`config.mk`:
```
export PLATFORM = sky130hd
export DESIGN_NAME = io_block_ingress
export DESIGN_NICKNAME = d
export VERILOG_FILES = /design/src/rtl/io_pkg.sv /design/src/rtl/io_skid_fifo.sv /design/src/rtl/io_block_ingress.sv
export SDC_FILE = /design/constraint.sdc
export NUM_CORES = 1
export LEC_CHECK = 0
export ABC_AREA = 1
export CORE_MARGIN = 2
export CORE_UTILIZATION = 40
export DETAILED_ROUTE_END_ITERATION = 10
export GPL_TIMING_DRIVEN = 1
export PLACE_DENSITY = 0.67
export RECOVER_POWER = 50
export SYNTH_ARGS = -nofsm -noshare
export SYNTH_HDL_FRONTEND = slang
export SYNTH_SLANG_ARGS = --single-unit
```
`constraint.sdc`:
```
create_clock -name clk -period 2.2 [get_ports clk]
set_input_delay 0.66 -clock clk [delete_from_list [all_inputs] [get_ports clk]]
set_output_delay 0.66 -clock clk [all_outputs]
set_load 0.01 [all_outputs]
```
`src/rtl/io_pkg.sv`:
```
// Shared encodings for the BLAKE2 host ingress: command and loopback codes,
// control FSM states and the block-flag command test.
package io_pkg;

  typedef enum logic [1:0] {
    CMD_CONF  = 2'd0,
    CMD_START = 2'd1,
    CMD_DATA  = 2'd2,
    CMD_LAST  = 2'd3
  } cmd_e;

  typedef enum logic [1:0] {
    LB_NONE    = 2'd0,
    LB_DATA    = 2'd1,
    LB_CMD     = 2'd2,
    LB_CMD_ALT = 2'd3
  } loopback_e;

  typedef enum logic [1:0] {
    ST_IDLE = 2'd0,
    ST_CFG  = 2'd1,
    ST_DATA = 2'd2
  } state_e;

  // START and LAST carry block-boundary meaning; only legal on a block's first beat
  function automatic logic is_flag_cmd(input logic [1:0] cmd);
    return (cmd == CMD_START) || (cmd == CMD_LAST);
  endfunction

endpackage

```
`src/rtl/io_skid_fifo.sv`:
```
// Two-entry valid/ready buffer: the head register feeds the consumer directly,
// the tail register absorbs one extra entry while the consumer stalls.
module io_skid_fifo #(
  parameter int W = 8
) (
  input  logic         clk,
  input  logic         rst_n,
  input  logic         push_i,
  input  logic [W-1:0] push_data_i,
  input  logic         pop_i,
  output logic [W-1:0] head_o,
  output logic         full_o,
  output logic         empty_o
);

  logic [W-1:0] head_q, head_d;
  logic [W-1:0] tail_q, tail_d;
  logic [1:0]   cnt_q, cnt_d, cnt_mid;
  logic         do_push, do_pop;

  assign empty_o = (cnt_q == 2'd0);
  assign full_o  = (cnt_q == 2'd2);
  assign do_pop  = pop_i & ~empty_o;
  assign do_push = push_i & ~full_o;
  assign head_o  = head_q;

  always_comb begin
    head_d  = head_q;
    tail_d  = tail_q;
    cnt_mid = cnt_q - {1'b0, do_pop};
    if (do_pop) begin
      head_d = tail_q;
      tail_d = '0;
    end
    // a push lands in whichever slot is first free after this cycle's pop
    if (do_push) begin
      if (cnt_mid == 2'd0) head_d = push_data_i;
      else                 tail_d = push_data_i;
    end
    cnt_d = cnt_mid + {1'b0, do_push};
  end

  always_ff @(posedge clk or negedge rst_n) begin
    if (!rst_n) begin
      head_q <= '0;
      tail_q <= '0;
      cnt_q  <= 2'd0;
    end else begin
      head_q <= head_d;
      tail_q <= tail_d;
      cnt_q  <= cnt_d;
    end
  end

endmodule

```
`src/rtl/io_block_ingress.sv`:
```
// Host ingress for the BLAKE2 core: valid/ready beat intake, config capture,
// block indexing/flagging, skid buffering towards the core and loopback return.
module io_block_ingress
  import io_pkg::*;
#(
  parameter  int BEAT_W      = 8,
  parameter  int BLOCK_BYTES = 64,
  parameter  int LL_W        = 64,
  parameter  int KW          = 6,
  localparam int BEATS       = BLOCK_BYTES * 8 / BEAT_W,
  localparam int IDX_W       = (BEATS > 1) ? $clog2(BEATS) : 1
) (
  input  logic              clk,
  input  logic              nreset,
  input  logic              en_i,
  input  logic              valid_i,
  output logic              ready_o,
  input  logic [1:0]        cmd_i,
  input  logic [BEAT_W-1:0] data_i,
  input  logic [1:0]        loopback_mode_i,
  output logic [KW-1:0]     kk_o,
  output logic [KW-1:0]     nn_o,
  output logic [LL_W-1:0]   ll_o,
  output logic              data_v_o,
  input  logic              data_ready_i,
  output logic [BEAT_W-1:0] data_o,
  output logic [IDX_W-1:0]  data_idx_o,
  output logic              block_first_o,
  output logic              block_last_o,
  output logic [LL_W-1:0]   byte_cnt_o,
  output logic              err_o,
  input  logic              ready_v_i,
  input  logic              hash_v_i,
  input  logic [BEAT_W-1:0] hash_i,
  output logic              ready_v_o,
  output logic              hash_v_o,
  output logic [BEAT_W-1:0] hash_o
);

  localparam int LL_BEATS   = LL_W / BEAT_W;
  localparam int CFG_LAST   = LL_BEATS + 2;
  localparam int CFG_W      = $clog2(CFG_LAST + 1);
  localparam int BEAT_BYTES = BEAT_W / 8;

  typedef struct packed {
    logic [BEAT_W-1:0] data;
    logic [IDX_W-1:0]  idx;
    logic              first;
    logic              last;
  } entry_t;

  logic             en_q, en_d;
  logic [1:0]       mode_q, mode_d;
  state_e           state_q, state_d;
  logic [CFG_W-1:0] cfg_cnt_q, cfg_cnt_d, cfg_idx;
  logic [IDX_W-1:0] blk_cnt_q, blk_cnt_d;
  logic [LL_W-1:0]  byte_cnt_q, byte_cnt_d;
  logic [LL_W-1:0]  ll_q, ll_d;
  logic [KW-1:0]    kk_q, kk_d, nn_q, nn_d;
  logic             err_q, err_d;
  logic             first_q, first_d, last_q, last_d;
  logic             acc, push, fifo_full, fifo_empty;
  entry_t           push_entry, head;
  logic [7:0]       echo;

  // CONF waits for a drained buffer so config never overtakes queued data
  assign ready_o = en_q & ((cmd_i == CMD_CONF) ? fifo_empty : ~fifo_full);
  assign acc     = en_q & valid_i & ready_o;

  always_comb begin
    en_d       = en_i;
    mode_d     = en_q ? loopback_mode_i : mode_q;
    state_d    = state_q;
    cfg_cnt_d  = cfg_cnt_q;
    blk_cnt_d  = blk_cnt_q;
    byte_cnt_d = byte_cnt_q;
    ll_d       = ll_q;
    kk_d       = kk_q;
    nn_d       = nn_q;
    err_d      = err_q;
    first_d    = first_q;
    last_d     = last_q;
    cfg_idx    = cfg_cnt_q;
    push       = 1'b0;
    if (acc) begin
      if (cmd_i == CMD_CONF) begin
        if (state_q != ST_CFG) begin
          cfg_idx    = '0;
          blk_cnt_d  = '0;
          byte_cnt_d = '0;
          err_d      = 1'b0;
        end
        state_d = ST_CFG;
        if (cfg_idx == CFG_W'(0))                 kk_d = data_i[KW-1:0];
        else if (cfg_idx == CFG_W'(1))            nn_d = data_i[KW-1:0];
        else if (cfg_idx <= CFG_W'(LL_BEATS + 1)) ll_d = {data_i, ll_q[LL_W-1:BEAT_W]};
        else                                      err_d = 1'b1;
        cfg_cnt_d = (cfg_idx == CFG_W'(CFG_LAST)) ? cfg_idx : cfg_idx + CFG_W'(1);
      end else if (state_q == ST_IDLE) begin
        err_d = 1'b1;
      end else begin
        state_d = ST_DATA;
        push    = 1'b1;
        if (blk_cnt_q == '0) begin
          first_d = (cmd_i == CMD_START);
          last_d  = (cmd_i == CMD_LAST);
        end else if (is_flag_cmd(cmd_i)) begin
          err_d = 1'b1;
        end
        blk_cnt_d  = (blk_cnt_q == IDX_W'(BEATS - 1)) ? '0 : blk_cnt_q + IDX_W'(1);
        byte_cnt_d = byte_cnt_q + LL_W'(BEAT_BYTES);
      end
    end
  end

  assign push_entry = '{data: data_i, idx: blk_cnt_q, first: first_d, last: last_d};

  always_ff @(posedge clk or negedge nreset) begin
    if (!nreset) begin
      en_q       <= 1'b0;
      mode_q     <= 2'd0;
      state_q    <= ST_IDLE;
      cfg_cnt_q  <= '0;
      blk_cnt_q  <= '0;
      byte_cnt_q <= '0;
      ll_q       <= '0;
      kk_q       <= '0;
      nn_q       <= '0;
      err_q      <= 1'b0;
      first_q    <= 1'b0;
      last_q     <= 1'b0;
    end else begin
      en_q       <= en_d;
      mode_q     <= mode_d;
      state_q    <= state_d;
      cfg_cnt_q  <= cfg_cnt_d;
      blk_cnt_q  <= blk_cnt_d;
      byte_cnt_q <= byte_cnt_d;
      ll_q       <= ll_d;
      kk_q       <= kk_d;
      nn_q       <= nn_d;
      err_q      <= err_d;
      first_q    <= first_d;
      last_q     <= last_d;
    end
  end

  io_skid_fifo #(
    .W($bits(entry_t))
  ) u_fifo (
    .clk         (clk),
    .rst_n       (nreset),
    .push_i      (push),
    .push_data_i (push_entry),
    .pop_i       (data_ready_i),
    .head_o      (head),
    .full_o      (fifo_full),
    .empty_o     (fifo_empty)
  );

  assign data_v_o      = ~fifo_empty;
  assign data_o        = head.data;
  assign data_idx_o    = head.idx;
  assign block_first_o = head.first;
  assign block_last_o  = head.last;
  assign kk_o          = kk_q;
  assign nn_o          = nn_q;
  assign ll_o          = ll_q;
  assign byte_cnt_o    = byte_cnt_q;
  assign err_o         = err_q;
  assign ready_v_o     = ready_v_i & ~data_v_o;
  assign hash_v_o      = hash_v_i;

  assign echo = {2'b00, mode_q, err_q, cmd_i, valid_i};

  always_comb begin
    case (mode_q)
      LB_NONE: hash_o = hash_i;
      LB_DATA: hash_o = data_i;
      default: hash_o = BEAT_W'(echo);
    endcase
  end

endmodule
```
# == After elaboration in Yosys (flattened, before gate mapping) ==
# Cells that the tools add are included.
# classes
bitwise_logic,10
n_reduce_logical,16
div,0
add_sub_neg,5
n_lt_le_gt_ge,1
n_mul,0
shift,0
n_mux,40
n_eq_ne,11
# ops
operator,count
$mux 64,3
$mux 16,6
$add 64x1->64 const B,1
$mux 6,4
$mux 1,20
$mux 4,4
$pmux 8 s2,1
$logic_not 2->1,5
$reduce_and 3->1,3
$add 6x1->6 const B,1
$and 1x1->1,6
$eq 6x6->1 const B,1
$logic_not 6->1,1
$reduce_and 5->1,1
$add 4x1->4 const B,1
$eq 2x1->1 const B,2
$eq 2x2->1 const B,2
$eq 4x1->1 const B,1
$eq 4x4->1 const B,1
$le 4x4->1 const B,1
$logic_not 4->1,1
$mux 2,2
$ne 2x1->1 const B,2
$not 1->1,4
8 further kinds,9
# word_totals
mem_bits_rw,0
n_memories,0
elab_cells,98
reg_bits,192
rom_bits,0
latchBits,0
input_bits,27

# == Logic depth before layout (Yosys ltp) ==
# Gate-level depths: netlist of run 1.
# depth
ltp_word,11
ltp_mapped,12
ltp_nobuf,11

# == Cells and area by module ==
# A second synthesis of run 1 with hierarchy kept.
# hier_totals
cells_unflattened,1447
area_unflattened_um2,10652.7
# modules_own_cells
module,seq_area_each_um2,area_each_um2,cells_per_inst,instances
io_block_ingress,3953.8,8881.0,1202,1
io_skid_fifo,850.8,1771.7,245,1

# == Worst setup path before layout of run 1 ==
# OpenSTA, ideal clock, no wires.
# synth_timing
path_kind,input port to flip-flop
startpoint,in data_ready_i
endpoint,reg u_fifo.head_q[10] (netlist: u_fifo.head_o[10])
path_stages,8
n_path_buf,1
arrival_time_ps,2151
setup_time_ps,77
slack_ps,-28
cell_sequence,nand2_1 -> clkinv_1 -> ha_1 -> inv_1 -> nor4_2 -> buf_2 -> nor2_1 -> a21oi_1
# synth_between
elab_chain_len,5
elab_cells_between_ends,6
# synth_rtl
item,line_no,source
from (decl),io_block_ingress.sv:25,"input logic data_ready_i,"
$and 1x1->1 (*),io_skid_fifo.sv:23,assign do_pop = pop_i & ~empty_o;
$sub 2x1->2,io_skid_fifo.sv:30,"cnt_mid = cnt_q - {1'b0, do_pop};"
$logic_not 2->1,io_skid_fifo.sv:37,if (cnt_mid == 2'd0) head_d = push_data_i;
$mux 16,io_skid_fifo.sv:37,
$mux 16 (*),io_skid_fifo.sv:36,if (do_push) begin
named net u_fifo.head_d[10],io_skid_fifo.sv:16,"logic [W-1:0] head_q, head_d;"
to (signal assigned),io_skid_fifo.sv:45,head_q <= '0;
to (signal assigned),io_skid_fifo.sv:49,head_q <= head_d;
to (decl),io_skid_fifo.sv:16,
# Mark *: on every way through the listed nets, which the timed path passes. The rest lies on a longest branch.
# A chain may end at the register's enable or synchronous reset.

# == Worst setup path after layout of run 1 ==
# layout_timing
startpoint,reg byte_cnt_q[28] (netlist: byte_cnt_o[28])
endpoint,out byte_cnt_o[28]
# layout_lines
item,line_no,source
from (decl),io_block_ingress.sv:57,"logic [LL_W-1:0] byte_cnt_q, byte_cnt_d;"
from (signal assigned),io_block_ingress.sv:138,byte_cnt_q <= byte_cnt_d;
to (decl),io_block_ingress.sv:30,"output logic [LL_W-1:0] byte_cnt_o,"
# No word-level cell between the ends.

==> run_results.csv, run 1 <==
group,metric,value,unit
detailed_routing,routed_wl,30.6,mm
synth,post_synth.cell_area_avg,7.32,um^2
floorplan,floorplan.rows,57,
floorplan,floorplan.initialDensity,0.409,
detailed_routing,firstDrtPassIters,5,
cts,cts_tree,"built",
sta,max_freq,457,MHz
synth,synth_nets,1401,
layout,n_fill_cell,2327,
global_routing,grt_antenna_before_repair,0,
critical_path,crit_path_start_kind,"flop",
worst_hold_path,holdCritPathClass,"in2async",
job,max_cap_viol_count,0,
sta,grt_setup_unrepaired,"yes",
synth,synth.cell_area,0.0100,mm^2
synth,edff_count_synth,0,
cts,clock_tree_buf_depth,2,
sta,final_min_period_over_clock_period,0.994,
place,hpwlAfterDp,22.3,mm
floorplan,io_pins,196,
layout,final_layout_size_suffix_gt1_frac,0.117,
floorplan,die_h,162,um
cts,htree_num_levels,4,
critical_path,worstPathBufferInverterCount,1,
power,total_power,0.0125,W
synth,yosysMostFrequentCell,"nand2_1",
sta,period_needed,2.19,ns
synth,asyncSetResetFlopFracSynth,1.00,
place,placed_area,0.0129,mm^2
cts,clock_insertion_delay_worst_skew,0.43,ns
synth,ys_seq_elements,192,
detailed_routing,drcViolationCount,0,
floorplan,core_area,0.0245,mm^2
detailed_routing,via_count,9979,
power,ir_worst_vdd,478,uV
layout,antenna_cells,0,
layout,stdcell_area,0.0137,mm^2
synth,synthDistinctLibCells,38,
critical_path,worst-endpoint-required,1.54,ns
cts,cts_hold_buf,0,
sta,finalSetupViolCount,0,
detailed_routing,drt_iter0_markers,708,
critical_path,critical_path.max_stage_delay,0.61,ns
detailed_routing,viasPerCell,5.09,
global_routing,global_route.usage.total,0.232,
power,power.static_leakage,6.42,nW
outcome,outcome,"finished clean",
place,numPortBuffers,193,
cts,cts_buffer_count,17,
critical_path,timing.critical_path.cells,"clkdlybuf4s50_1",
place,gp_congestion,0.983,
synth,synth.yosys.seq_area_share,0.480,
layout,area_growth,36.4,%
critical_path,worst-r2r-setup-slack,0.13,ns
sta,finalHoldViolations,0,
sta,timing_worst_slew_pin_value,1.14,ns
synth,ys_warn_count,0,
global_routing,via_count_of_the_first_global_routing_pass,9629,
synth,ys_dominant_reg_cell,"dfrtp_1",
synth,post_synth_inst_count,1367,
critical_path,r2r_cells,12,
critical_path,critical_path_cell_count,1,
cts,numClockSinks,192,
layout,finalCoreUtilization,0.558,
global_routing,grt_first_pass_wirelength,49.0,mm
critical_path,critPathKind,"reg2out",
sta,final.setup_skew,0.0140,ns
detailed_routing,routed_wire_length_per_instance,15.6,um
critical_path,end_kind,"output port",
sta,finalMaxSlewViolations,0,
global_routing,maximum_number_of_pins_on_one_net_before_global_route_repair,58,
synth,synthTopCellsByArea,"dfrtp_1, nand2_1, nor2_1",
critical_path,worst_path_dominant_cell_family,"buffers and inverters",
sta,max-slew-margin-rel,0.239,
layout,final_net_count,1658,
power,power_per_cell_area,912,mW/mm^2
global_routing,grt_remaining_overflow,0,
synth,yosys.area.top_type,"dfrtp_1",
synth,synth_largest_type_area_fraction,0.480,
floorplan,die_x,162,um
critical_path,r2r-end,"ll_o[57]",
cts,cts.clk_slew.worst_paths,0.08,ns
floorplan,die_area,0.0263,mm^2
critical_path,critical_path.reg2reg.startpoint,"state_q[1]",
critical_path,cp_slowest_cell,"clkdlybuf4s50_1",
cts,clock-root-buffer,"clkbuf_16",
detailed_routing,ant_nets,0,
critical_path,critPathMaxFanout,5,
synth,yosys-top-cells-count,"nand2_1, nor2_1, dfrtp_1",
critical_path,critical_path_arrival,1.53,ns
-- cell usage in the layout, fill, tap and decap left out, types with 37 or more instances in the layout --
master	count
clkdlybuf4s50_1	160
nand4_1	37
buf_4	48
nand3_1	105
inv_1	115
a21oi_1	43
dfrtp_1	178
nand2_1	455
nor2_1	197
o21ai_0	53
-- power breakdown --
part	total, W	switching [W]	internal [W]
registers	0.00511	0.000817	0.00429
clock network	0.00313	0.00154	0.00158
logic	0.00422	0.00222	0.00200
-- metal layers --
layer | track usage | wire, um | up-vias
met2 | 0.367 | 14000 | 371
met3 | 0.0337 | 1690 | 42
met5 | 0 | 0 | -
met4 | 0.0680 | 603 | 0
li1 | - | - | 4891
met1 | 0.333 | 14300 | 4675
-- cell families after synthesis --
family / Yosys count / share of synthesized area
XOR/XNOR: 4 / 0.00350
multiplexers: 8 / 0.00800
buffers and inverters: 173 / 0.0724
AND/OR/NAND/NOR: 848 / 0.358
AO/OA/AOI/OAI: 135 / 0.0696
adder cells (fa/ha/maj): 7 / 0.00875
flip-flops: 192 / 0.480
-- worst max path at each step --
stage,start,endpoint
CTS,mode_q[1],hash_o[3]
floorplan,data_ready_i,u_fifo.head_o[10]
finish,byte_cnt_o[28],byte_cnt_o[28]
global placement,data_i[3],hash_o[3]
detailed placement,data_i[3],hash_o[3]
global route,mode_q[1],hash_o[1]
-- stage by stage --
stage	std cells	setup TNS (ns)	setup slack [ns]	hold WS [ns]
after floorplan	1367	0	0.0543	0.364
after global placement	1919	-70.49	-0.545	0.453
after detailed placement	1919	-74.59	-0.565	0.460
after CTS	1954	-0.173	-0.0415	0.153
after global routing	1961	-0.375	-0.0633	0.488
final	1961	0	0.0128	0.432
-- area by class of cell --
type	instances	area [um^2]	share of cell area
timing repair buffer	283	2750	0.202
inverter	128	484	0.0355
clock buffer	19	453	0.0332
clock inverter	13	139	0.0102
multi-input combinational	1002	4590	0.337
sequential	192	4820	0.353
tap	324	405	0.0297
-- sequential cells by signal, indices dropped and copies added (netlist names) --
name	count
blk_cnt_q	6
byte_cnt_o	64
cfg_cnt_q	4
en_q	1
err_o	1
first_q	1
kk_o	6
last_q	1
ll_o	64
mode_q	2
nn_o	6
state_q	2
u_fifo.cnt_q	2
u_fifo.head_o	16
u_fifo.tail_q	16
-- timing repair --
action,in CTS,in global routing
buffers inserted,3,4
gates cloned,0,5
endpoints found under the setup margin,46,94
resized for setup,59,41
pin swaps,3,8
No activity file was read; power rests on OpenSTA's default activity.
==> run 2: changes to the inputs <==
--- a/config.mk
+++ b/config.mk
@@ -10,6 +10,7 @@
 export CORE_UTILIZATION = 40
 export DETAILED_ROUTE_END_ITERATION = 10
 export GPL_TIMING_DRIVEN = 1
+export HOLD_SLACK_MARGIN = 0.03
 export PLACE_DENSITY = 0.67
 export RECOVER_POWER = 50
 export SYNTH_ARGS = -nofsm -noshare
==> results of run 2 <==
The final DEF is identical to that of run 1; final timing and power are the same.
==> run 3: changes to the inputs <==
--- a/config.mk
+++ b/config.mk
@@ -8,6 +8,7 @@
 export ABC_AREA = 1
 export CORE_MARGIN = 2
 export CORE_UTILIZATION = 40
+export CTS_BUF_LIST = sky130_fd_sc_hd__clkbuf_16
 export DETAILED_ROUTE_END_ITERATION = 10
 export GPL_TIMING_DRIVEN = 1
 export HOLD_SLACK_MARGIN = 0.03
==> constraint.sdc (replaced) <==
create_clock -name clk -period 1.77 [get_ports clk]
set_input_delay 0.531 -clock clk [delete_from_list [all_inputs] [get_ports clk]]
set_output_delay 0.531 -clock clk [all_outputs]
set_load 0.01 [all_outputs]
==> run_results.csv, run 3 (synthesis results as in run 1) <==
group,metric,value,unit
sta,finalMaxSlewViolations,0,
detailed_routing,dr_wl_met3,3.08,mm
critical_path,critical_path_arrival,2.50,ns
power,ir_worst_vdd,746,uV
critical_path,critPathMaxFanout,6,
global_routing,maximum_number_of_pins_on_one_net_before_global_route_repair,42,
global_routing,grt_remaining_overflow,0,
critical_path,worst-endpoint-required,2.13,ns
cts,cts_tree,"built",
detailed_routing,viasPerCell,5.43,
place,numPortBuffers,193,
cts,clock_tree_buf_depth,2,
power,power.static_leakage,8.73,nW
sta,max-slew-margin-rel,0.259,
sta,finalHoldViolations,0,
detailed_routing,routed_wire_length_per_instance,19.5,um
sta,period_needed,2.14,ns
place,hpwlAfterDp,23.0,mm
cts,clock_insertion_delay_worst_skew,0.45,ns
detailed_routing,via_count,11800,
power,total_power,0.0192,W
floorplan,floorplan.initialDensity,0.409,
detailed_routing,routed_wl,42.3,mm
cts,numClockSinks,192,
layout,area_growth,77.2,%
sta,max_freq,468,MHz
sta,final_min_period_over_clock_period,1.21,
global_routing,via_count_of_the_first_global_routing_pass,11300,
critical_path,end_kind,"flop",
layout,stdcell_area,0.0177,mm^2
place,gp_congestion,0.901,
power,combinationalPowerShare,0.462,
place,placed_area,0.0135,mm^2
cts,cts_buffer_count,17,
layout,mostFrequentLayoutCell,"nand2_1",
power,netSwitchingPower,0.00751,W
sta,fin_tns_setup,-28.54,ns
job,max_cap_viol_count,0,
power,clock_power_share,0.211,
global_routing,grt_first_pass_wirelength,60.6,mm
cts,clock-root-buffer,"clkbuf_16",
detailed_routing,drcViolationCount,0,
floorplan,io_pins,196,
power,p_seq_frac,0.327,
detailed_routing,met2_wirelength,21.3,mm
floorplan,floorplan.rows,57,
global_routing,grt_antenna_before_repair,0,
power,power.share.switching,0.392,
sta,timing_worst_slew_pin_value,1.11,ns
outcome,outcome,"finished with violations",
detailed_routing,drt_iter0_markers,1031,
floorplan,die_h,162,um
cts,htree_num_levels,4,
sta,final.setup.worst_slack,-0.366,ns
sta,final.setup_skew,0.0171,ns
global_routing,global_route.usage.total,0.293,
sta,finalSetupViolCount,193,
floorplan,die_x,162,um
layout,commonest_non_fill_non_tap_cells_in_the_layout,"nand2_1, buf_4, dfrtp_1",
detailed_routing,firstDrtPassIters,7,
layout,n_fill_cell,1676,
floorplan,core_area,0.0245,mm^2
layout,antenna_cells,0,
layout,final_layout_size_suffix_gt1_frac,0.414,
critical_path,critPathKind,"reg2reg",
worst_hold_path,holdCritPathClass,"reg2reg",
outcome,failed_checks,"setup timing",
power,power_per_cell_area,1080,mW/mm^2
detailed_routing,highest-signal-layer,"met4",
detailed_routing,ant_nets,0,
detailed_routing,detail_route.wirelength.met1,16.3,mm
sta,grt_setup_unrepaired,"yes",
layout,final_net_count,1867,
critical_path,crit_path_start_kind,"flop",
floorplan,die_area,0.0263,mm^2
cts,cts.clk_slew.worst_paths,0.08,ns
power,p_int,0.0116,W
[run 3: cell type report]
cell class	count	area, um^2	area share
multi-input cells	1003	6300	0.355
repair buffers	491	5100	0.288
flip-flops and latches	192	4830	0.272
inverters	128	504	0.0284
clock buffers	17	425	0.0240
well taps	324	405	0.0229
clock inverters	15	170	0.00959
[run 3: routing by layer]
metal | global-route usage | up-vias
li1 | - | 5328
met1 | 0.367 | 5734
met2 | 0.504 | 599
met3 | 0.0511 | 117
met4 | 0.116 | 0
met5 | 0 | -
[run 3: critical path, cell delays in order (launching register included)]
cell and delay, ns:
dfrtp_1 0.42, inv_2 0.12, buf_12 0.13, nand2_8 0.06
nand2_4 0.07, clkinv_4 0.06, ha_4 0.27, clkinvlp_4 0.16
nor4_4 0.25, buf_6 0.21, buf_6 0.16, nand2_1 0.06
o21ai_1 0.09
[run 3: power by group through the flow]
stage,Sequential [W],Combinational (W),Clock [W]
detailed placement,0.00638,0.00546,0
global route,0.00636,0.00941,0.00425
finish,0.00627,0.00884,0.00404
CTS,0.00614,0.00729,0.00403
floorplan,0.00643,0.00234,0
global placement,0.00637,0.00534,0
[run 3: path summary, 6_finish.rpt]
path	startpoint	to	cells past startpoint	slack, ns
min	nn_o[1]	nn_o[1]	2	0.50
max	u_fifo.cnt_q[0]	u_fifo.head_o[15]	12	-0.37
max reg2reg	u_fifo.cnt_q[0]	u_fifo.head_o[15]	12	-0.37
min in group asynchronous	nreset	kk_o[3]	2	0.84
min reg2reg	nn_o[1]	nn_o[1]	2	0.50
max in group asynchronous	nreset	byte_cnt_o[52]	3	0.09
[run 3: what timing repair did]
item | in CTS | in global routing
resized for setup | 487 | 396
hold buffers | 1 | 0
pin swaps | 77 | 123
hold endpoints to repair | 13 | 0
buffers inserted | 89 | 34
cloned | 28 | 8
endpoints found under the setup margin | 355 | 204
[run 3: through the flow]
stage / setup WS, ns / cells / util / hold WS [ns]
after detailed placement: -0.769 / 1992 / 0.554 / 0.458
after global placement: -0.759 / 1992 / 0.554 / 0.453
after floorplan: -0.0245 / 1367 / - / 0.235
after global routing: -0.432 / 2170 / 0.725 / 0.542
after CTS: -0.229 / 2139 / 0.660 / 0.475
final: -0.366 / 2170 / 0.725 / 0.497
